$ cat config.mk
export PLATFORM = sky130hd
export DESIGN_NAME = integer_issue_arbiter
export DESIGN_NICKNAME = d
export VERILOG_FILES = /design/src/rtl/integer_issue_arbiter.sv
export SDC_FILE = /design/constraint.sdc
export NUM_CORES = 1
export LEC_CHECK = 0
export CELL_PAD_IN_SITES_DETAIL_PLACEMENT = 1
export CELL_PAD_IN_SITES_GLOBAL_PLACEMENT = 2
export CORE_AREA = 4 4 272 274
export CTS_BUF_LIST = sky130_fd_sc_hd__clkbuf_8
export DETAILED_ROUTE_END_ITERATION = 10
export DIE_AREA = 0 0 276 278
export PLACE_DENSITY = 0.67
export SLEW_MARGIN = 20
export SYNTH_ARGS = -nofsm -noshare
export SYNTH_HDL_FRONTEND = slang
export SYNTH_SLANG_ARGS = --single-unit
$ cat constraint.sdc
create_clock -name clk -period 16.45 [get_ports clk]
set_clock_uncertainty 0.1 [all_clocks]
set_input_delay 3.29 -clock clk [delete_from_list [all_inputs] [get_ports clk]]
set_output_delay 3.29 -clock clk [all_outputs]
set_load 0.05 [all_outputs]
$ cat src/rtl/integer_issue_arbiter.sv
// Oldest-first issue arbiter for the integer pipe: picks the minimum-age ready
// requester relative to rob_head and holds it in a single execute-stage register.
module integer_issue_arbiter #(
   parameter int N_REQ     = 4,
   parameter int PAYLOAD_W = 128,
   parameter int ROB_ID_W  = 6
) (
   input  logic                               clk,
   input  logic                               rst_aL,
   input  logic [N_REQ-1:0]                   req_valid,
   input  logic [N_REQ-1:0][ROB_ID_W-1:0]     req_rob_id,
   input  logic [N_REQ-1:0][PAYLOAD_W-1:0]    req_payload,
   input  logic [ROB_ID_W-1:0]                rob_head,
   output logic [N_REQ-1:0]                   grant,
   output logic                               ex_valid,
   output logic [ROB_ID_W-1:0]                ex_rob_id,
   output logic [PAYLOAD_W-1:0]               ex_payload,
   input  logic                               ex_ready,
   input  logic                               flush_valid,
   input  logic [ROB_ID_W-1:0]                flush_rob_id,
   output logic [15:0]                        grant_cnt
);

   // state    | meaning
   // ST_EMPTY | execute register holds nothing
   // ST_FULL  | execute register holds an instruction awaiting ex_ready
   typedef enum logic {ST_EMPTY = 1'b0, ST_FULL = 1'b1} ex_state_t;

   localparam int IDX_W = (N_REQ > 1) ? $clog2(N_REQ) : 1;

   ex_state_t                       state_q;
   ex_state_t                       state_d;
   logic [N_REQ-1:0][ROB_ID_W-1:0]  req_age;
   logic                            sel_found;
   logic [IDX_W-1:0]                sel_idx;
   logic [ROB_ID_W-1:0]             sel_age;
   logic                            can_accept;
   logic                            grant_any;
   logic [ROB_ID_W-1:0]             ex_age;
   logic [ROB_ID_W-1:0]             flush_age;
   logic                            flush_kill;

   always_comb begin
      req_age = '0;
      for (int i = 0; i < N_REQ; i++) begin
         req_age[i] = req_rob_id[i] - rob_head;
      end
   end

   // Strict less-than keeps the lowest index on equal age.
   always_comb begin
      sel_found = 1'b0;
      sel_idx   = '0;
      sel_age   = '0;
      for (int i = 0; i < N_REQ; i++) begin
         if (req_valid[i] && (!sel_found || (req_age[i] < sel_age))) begin
            sel_found = 1'b1;
            sel_idx   = i[IDX_W-1:0];
            sel_age   = req_age[i];
         end
      end
   end

   assign can_accept = (!ex_valid || ex_ready) && !flush_valid;
   assign grant_any  = sel_found && can_accept && rst_aL;

   always_comb begin
      grant = '0;
      if (grant_any) begin
         grant[sel_idx] = 1'b1;
      end
   end

   assign ex_age     = ex_rob_id - rob_head;
   assign flush_age  = flush_rob_id - rob_head;
   assign flush_kill = flush_valid && (ex_age > flush_age);

   always_ff @(posedge clk or negedge rst_aL) begin
      if (!rst_aL) begin
         state_q <= ST_EMPTY;
      end else begin
         state_q <= state_d;
      end
   end

   always_comb begin
      state_d = state_q;
      case (state_q)
         ST_EMPTY: begin
            if (grant_any) begin
               state_d = ST_FULL;
            end
         end
         ST_FULL: begin
            if (grant_any) begin
               state_d = ST_FULL;
            end else if (flush_kill || ex_ready) begin
               state_d = ST_EMPTY;
            end
         end
         default: state_d = ST_EMPTY;
      endcase
   end

   always_comb begin
      ex_valid = (state_q == ST_FULL);
   end

   always_ff @(posedge clk or negedge rst_aL) begin
      if (!rst_aL) begin
         ex_rob_id  <= '0;
         ex_payload <= '0;
      end else if (grant_any) begin
         ex_rob_id  <= req_rob_id[sel_idx];
         ex_payload <= req_payload[sel_idx];
      end
   end

   always_ff @(posedge clk or negedge rst_aL) begin
      if (!rst_aL) begin
         grant_cnt <= '0;
      end else if (grant_any && (grant_cnt != 16'hFFFF)) begin
         grant_cnt <= grant_cnt + 16'd1;
      end
   end

endmodule

==> results_dict.tcl <==
set metrics [dict create \
    run_status "completed" \
    setup_violations 0 \
    worstMarginPinSlew_ns 1.01 \
    grt_usage_pct 17.6 \
    cp.required_ns 13.06 \
    post_cts_resized 0 \
    dieWidth_um 276 \
    numCtsBuffers 17 \
    drtIter0Drc 600 \
    ys_top_cells_by_area "dfrtp_1 (35%), o21ai_0 (12%), a211oi_1 (9.5%)" \
    grt_pass1_wl_um 102000 \
    totalWireLength_um 70300 \
    drive_gt1_share_pct 3.11 \
    cts-hold-fix-buffers 0 \
    final_max_slew_viol_count 0 \
    dpl.hpwl_um 52400 \
    fill_cells 8240 \
    powerDensity_nw_per_um2 155 \
    ant_nets 0 \
    synth_most_common_cell "o21ai_0" \
    ys_top_cells_by_count "o21ai_0 (261), dfrtp_1 (151), and3_1 (137)" \
    cts_tree "built" \
    setup.worst_path.end_class "output port" \
    first_global_vias 14600 \
    synth-seq-cells 151 \
    io_pins 711 \
    synth.avg_cell_area_um2 8.66 \
    hold_viol_final 0 \
    routed_via_density 4.64 \
    grt_max_degree 135 \
    timing.hold.ws_ns 0.402 \
    clock_latency_ns 0.55 \
    die_y_um 278 \
    cpMaxStageDelayCell "clkdlybuf4s50_1" \
    start_util_pct 14.9 \
    fin_cells 2828 \
    cp.arrival_ns 11.93 \
    place.gp.congestion 0.833 \
    root_buffer "clkbuf_8" \
    coreArea_um2 71400 \
    area.growth.synth_to_final_pct 79.3 \
    yosysWarnings 0 \
    ys_seq_area_share_pct 35.5 \
    leakage_nw 7.43 \
    critPathMaxStageDelay_ns 0.77 \
    relSlewSlack_pct 32.7 \
    yosys.cell_types.count 42 \
    rsz0062_at_grt "false" \
    synth.top_cell.area_share_pct 35.5 \
    die_area_um2 76700 \
    cts_buffer_depth 2 \
    synthCells 1230 \
    setup_tns_ns 0 \
    vias 13100 \
    drcViolationCount 0 \
    overflow 0 \
    dp.cells 2784 \
    htree_levels 4 \
    cp_max_fo 73 \
    drt_pass1_iterations 4 \
    ys.flop_type "dfrtp_1" \
    synth_edf_count 0 \
    crit_type "input port to output port" \
    hp-class "flip-flop to flip-flop" \
    irDropWorstVdd_v 0.0000816 \
    reg2reg_slack_ns 13.46 \
    cp-start-kind "input port" \
    cts_setup_buffers 0 \
    clk_pin_slew_ns 0.09 \
    synth_fp_nets 1844 \
    wl_per_cell_um 24.9 \
    rows 98 \
    antenna_found_initial 21 \
    max_cap_violations 0 \
    clock_sinks 151 \
    nets 2467 \
    period_share_pct 93.1 \
    io_buffer_count 710 \
    fmax_mhz 65.3 \
    min_period_ns 15.32 \
    ys_async_sr_fraction_pct 100 \
    netlist_area_um2 10700 \
    yosysTopAreaCell "dfrtp_1" \
]
-- final timing paths --
check / from / endpoint / cells past startpoint
max: rob_head[1] / grant[2] / 32
min: grant_cnt[9]$_DFFE_PN0P_ / grant_cnt[9]$_DFFE_PN0P_ / 1
max reg2reg: ex_valid$_DFF_PN0_ / ex_payload[107]$_DFFE_PN0P_ / 6
min reg2reg: grant_cnt[9]$_DFFE_PN0P_ / grant_cnt[9]$_DFFE_PN0P_ / 1
max in group asynchronous: rst_aL / ex_payload[36]$_DFFE_PN0P_ / 2
min in group asynchronous: rst_aL / ex_payload[98]$_DFFE_PN0P_ / 1
-- area by class of cell --
class                      count  area, um^2  area share (%)
multi-input combinational    933        6340            33.2
clock inverter                12         150           0.786
sequential                   151        3780            19.8
antenna                       12        30.0           0.157
tap                          950        1190            6.23
inverter                      24        90.1           0.472
timing repair buffer         726        7240            37.9
clock buffer                  20         275            1.44
-- flip-flops by register name (all words and copies together) (netlist names) --
name	count
ex_payload	128
ex_rob_id	6
ex_valid	1
grant_cnt	16
-- logic make-up after synthesis --
logic type,count (synthesis),synth area share (%)
AO/OA/AOI/OAI,606,35.8
adder cells (fa/ha/maj),58,7.24
XOR/XNOR,42,3.45
flip-flops,151,35.5
multiplexers,2,0.211
buffers and inverters,146,5.31
AND/OR/NAND/NOR,225,12.5
-- critical path: cells and delay by family --
kind	cells	cell delay (ns)
AO/OA/AOI/OAI	16	3.28
AND/OR/NAND/NOR	9	2.29
buffers and inverters	3	1.67
adder cells (fa/ha/maj)	4	1.35
-- where the power goes --
group          switching [mW]  internal (mW)  leakage (nW)
clock network           0.183          0.161         0.210
registers               0.118          0.537          1.87
logic                    1.27          0.686          5.35
total                    1.57           1.38          7.43
-- metrics by stage --
stage                     setup WS [ns]  util (%)  instance area (um^2)  total power [mW]
after floorplan                    1.35         -                 10700              1.80
after global placement             1.16      26.1                 18600              2.61
after detailed placement          0.973      26.1                 18600              2.63
after CTS                         0.940      26.7                 19100              3.00
after global routing              0.437      26.7                 19100              3.13
final                              1.13      26.8                 19100              2.95
-- routing by layer --
layer / GRT usage [%] / up-vias / share of wire, %
met4: 5.91 / 12 / 2.4
li1: - / 5967 / -
met3: 6.62 / 78 / 8.3
met1: 20.9 / 6518 / 41
met2: 29.6 / 554 / 48
met5: 0 / - / 0.11
-- cell usage in the layout (no fill, tap or decap), types with 6 or more instances in the layout --
master,instances
buf_4,15
xor2_1,17
ha_1,52
o21ai_1,16
fa_1,6
o21a_1,7
o21ai_0,261
xnor2_1,25
nor2_1,15
diode_2,12
nand2_1,24
clkbuf_8,20
nand4_1,6
nand3_1,11
clkdlybuf4s50_1,709
inv_1,26
dfrtp_1,151
a21oi_1,22
and3_1,136
a211oi_1,135
a22oi_1,134
a21o_1,23
nor3_1,6
Power figures use the tool's default switching activity.
==> patch (same settings) <==
`ROB_ID_W`: 6 -> 12.
--- a/src/rtl/integer_issue_arbiter.sv
+++ b/src/rtl/integer_issue_arbiter.sv
@@ -4,5 +4,5 @@
    parameter int N_REQ     = 4,
    parameter int PAYLOAD_W = 128,
-   parameter int ROB_ID_W  = 6
+   parameter int ROB_ID_W  = 12
 ) (
    input  logic                               clk,
Ports: changed (resized ex_rob_id, flush_rob_id, req_rob_id and rob_head); port bits go from 711 to 753. No check against the original RTL was run, so the function may have changed too.
==> patch against the unedited design <==
Die area unchanged; wire length up 39%; total power up 17%; sequential cell count up 6; worst setup slack worse by 0.35 ns; non-clock buffer count up 55; hold slack better by 0.0055 ns; sequential power up 5.2%; synthesized area up 40%; cell area up 24%; utilization up 6.4 points; critical path type unchanged; highest routed layer unchanged.
==> patch: results (changes against the unedited design) <==
result of the run -> completed (unchanged)
pin count of the biggest net entering global routing -> 145 (was 135)
net count reported at finish -> 3147 (was 2467)
internal power consumption -> 1530 uW (was 1380 uW)
Top Registers -> ex_payload x128, grant_cnt x16, ex_rob_id x12 (was ex_payload x128, grant_cnt x16, ex_rob_id x6)
leakage power of the design -> 0.00912 uW (was 0.00743 uW)
post-placement cell area -> 0.0232 sq mm (was 0.0186 sq mm)
GP Congestion -> 0.905 (was 0.833)
Post-Synth XOR/XNOR Area -> 3.88% (was 3.45%)
global-route wire length before repair -> 140000 microns (was 102000 microns)
via density per instance -> 5.30 (was 4.64)
Worst Min Path Start -> ex_payload[15] (was grant_cnt[9])
DP Wirelength -> 74000 microns (was 52400 microns)
vias post-DR -> 18100 (was 13100)
synthesized-area fraction occupied by ao, oa, aoi and oai cells -> 16.6% (was 35.8%)
relative slew slack -> 29.6% (was 32.7%)
GR Util All Layers -> 24.3% (was 17.6%)
Setup crit start -> rob_head[0] (was rob_head[1])
Max rail drop VDD -> 0.0841 mV (was 0.0816 mV)
initial antenna violation count -> 31 (was 21)
# placed instances -> 3364 (was 2784)
Post-Place Worst Slack -> 0.629 ns (was 0.973 ns)
Arrival @ worst endpoint -> 12.29 ns (was 11.93 ns)
CP max-delay cell -> or4b_2 (was clkdlybuf4s50_1)
count of mapped cells out of synthesis -> 1799 (was 1230)
post-synthesis cell type count -> 61 (was 42)
vias in the first global route -> 19700 (was 14600)
syn_nets -> 2509 (was 1844)
sequential share of the synthesized area -> 26.4% (was 35.5%)
top post-synthesis cells by area -> dfrtp_1, mux2_2, nand3_1 (was dfrtp_1, o21ai_0, a211oi_1)
share of cell area taken by muxes after synthesis -> 10.7% (was 0.211%)
[patch: repair_timing]
item,in CTS,in global routing
buffers inserted,0,4
resized for setup,0,1
setup endpoints to repair,0,3
[patch: path summary, 6_finish.rpt]
kind,to,slack (ns),cells after the start
min in group asynchronous,grant_cnt[15],2.62,1
worst min-delay path,ex_payload[15],0.41,2
max in group asynchronous,ex_payload[6],11.55,3
worst min register to register,ex_payload[15],0.41,2
worst max-delay path,grant[3],0.77,34
worst max register to register,ex_valid,12.67,18
[patch: metrics by stage]
step	hold WS, ns	total power, uW	util [%]
6_report	0.408	3470	33.2
5_1_grt	0.435	3660	33.2
4_1_cts	0.413	3500	33.1
3_5_place_dp	0.386	3130	32.5
3_3_place_gp	0.383	3100	32.5
2_1_floorplan	0.690	2140	-
[patch: routing by layer]
metal  part of all wire (%)  up-vias  track usage [%]
li1                       -     8162                -
met1                     40     9252             28.6
met2                     51      597             43.6
met3                    6.1      101             6.25
met4                    2.2       18             7.25
met5                   0.13        -                0
[patch: power groups by stage]
stage	combinational, uW	clock (uW)	sequential [uW]
floorplan	838	0	1300
global placement	2420	0	684
detailed placement	2440	0	689
CTS	2450	360	688
global route	2570	371	715
finish	2440	344	689
[patch: layout make-up]
| class | count | area (sq um) |
|---|---|---|
| Clock inverter | 14 | 174 |
| Timing Repair Buffer | 781 | 7790 |
| Sequential cell | 157 | 3930 |
| Antenna cell | 19 | 47.5 |
| Inverter | 47 | 176 |
| Multi-Input combinational cell | 1433 | 10100 |
| Fill cell | 8299 | 47700 |
| Tap cell | 950 | 1190 |
| Clock buffer | 18 | 248 |
[patch: worst max-delay path, delay by kind of cell]
family	cells	cell delay, ns
AOI/OAI and AO/OA	15	4.28
buffers and inverters	3	0.86
and+or+nand+nor	10	2.04
adders and majority gates	5	1.61
xor gates and xnor gates	1	0.17
[patch: cells by family (layout without fill, tap and decap cells)]
kind of cell               after synthesis  in the layout
and+or+nand+nor                        777            777
AOI/OAI and AO/OA                      331            331
buffers and inverters                  209            860
DFF                                    157            157
muxes                                  141            141
adders and majority gates              118            118
xor gates and xnor gates                66             66
other                                    0             19
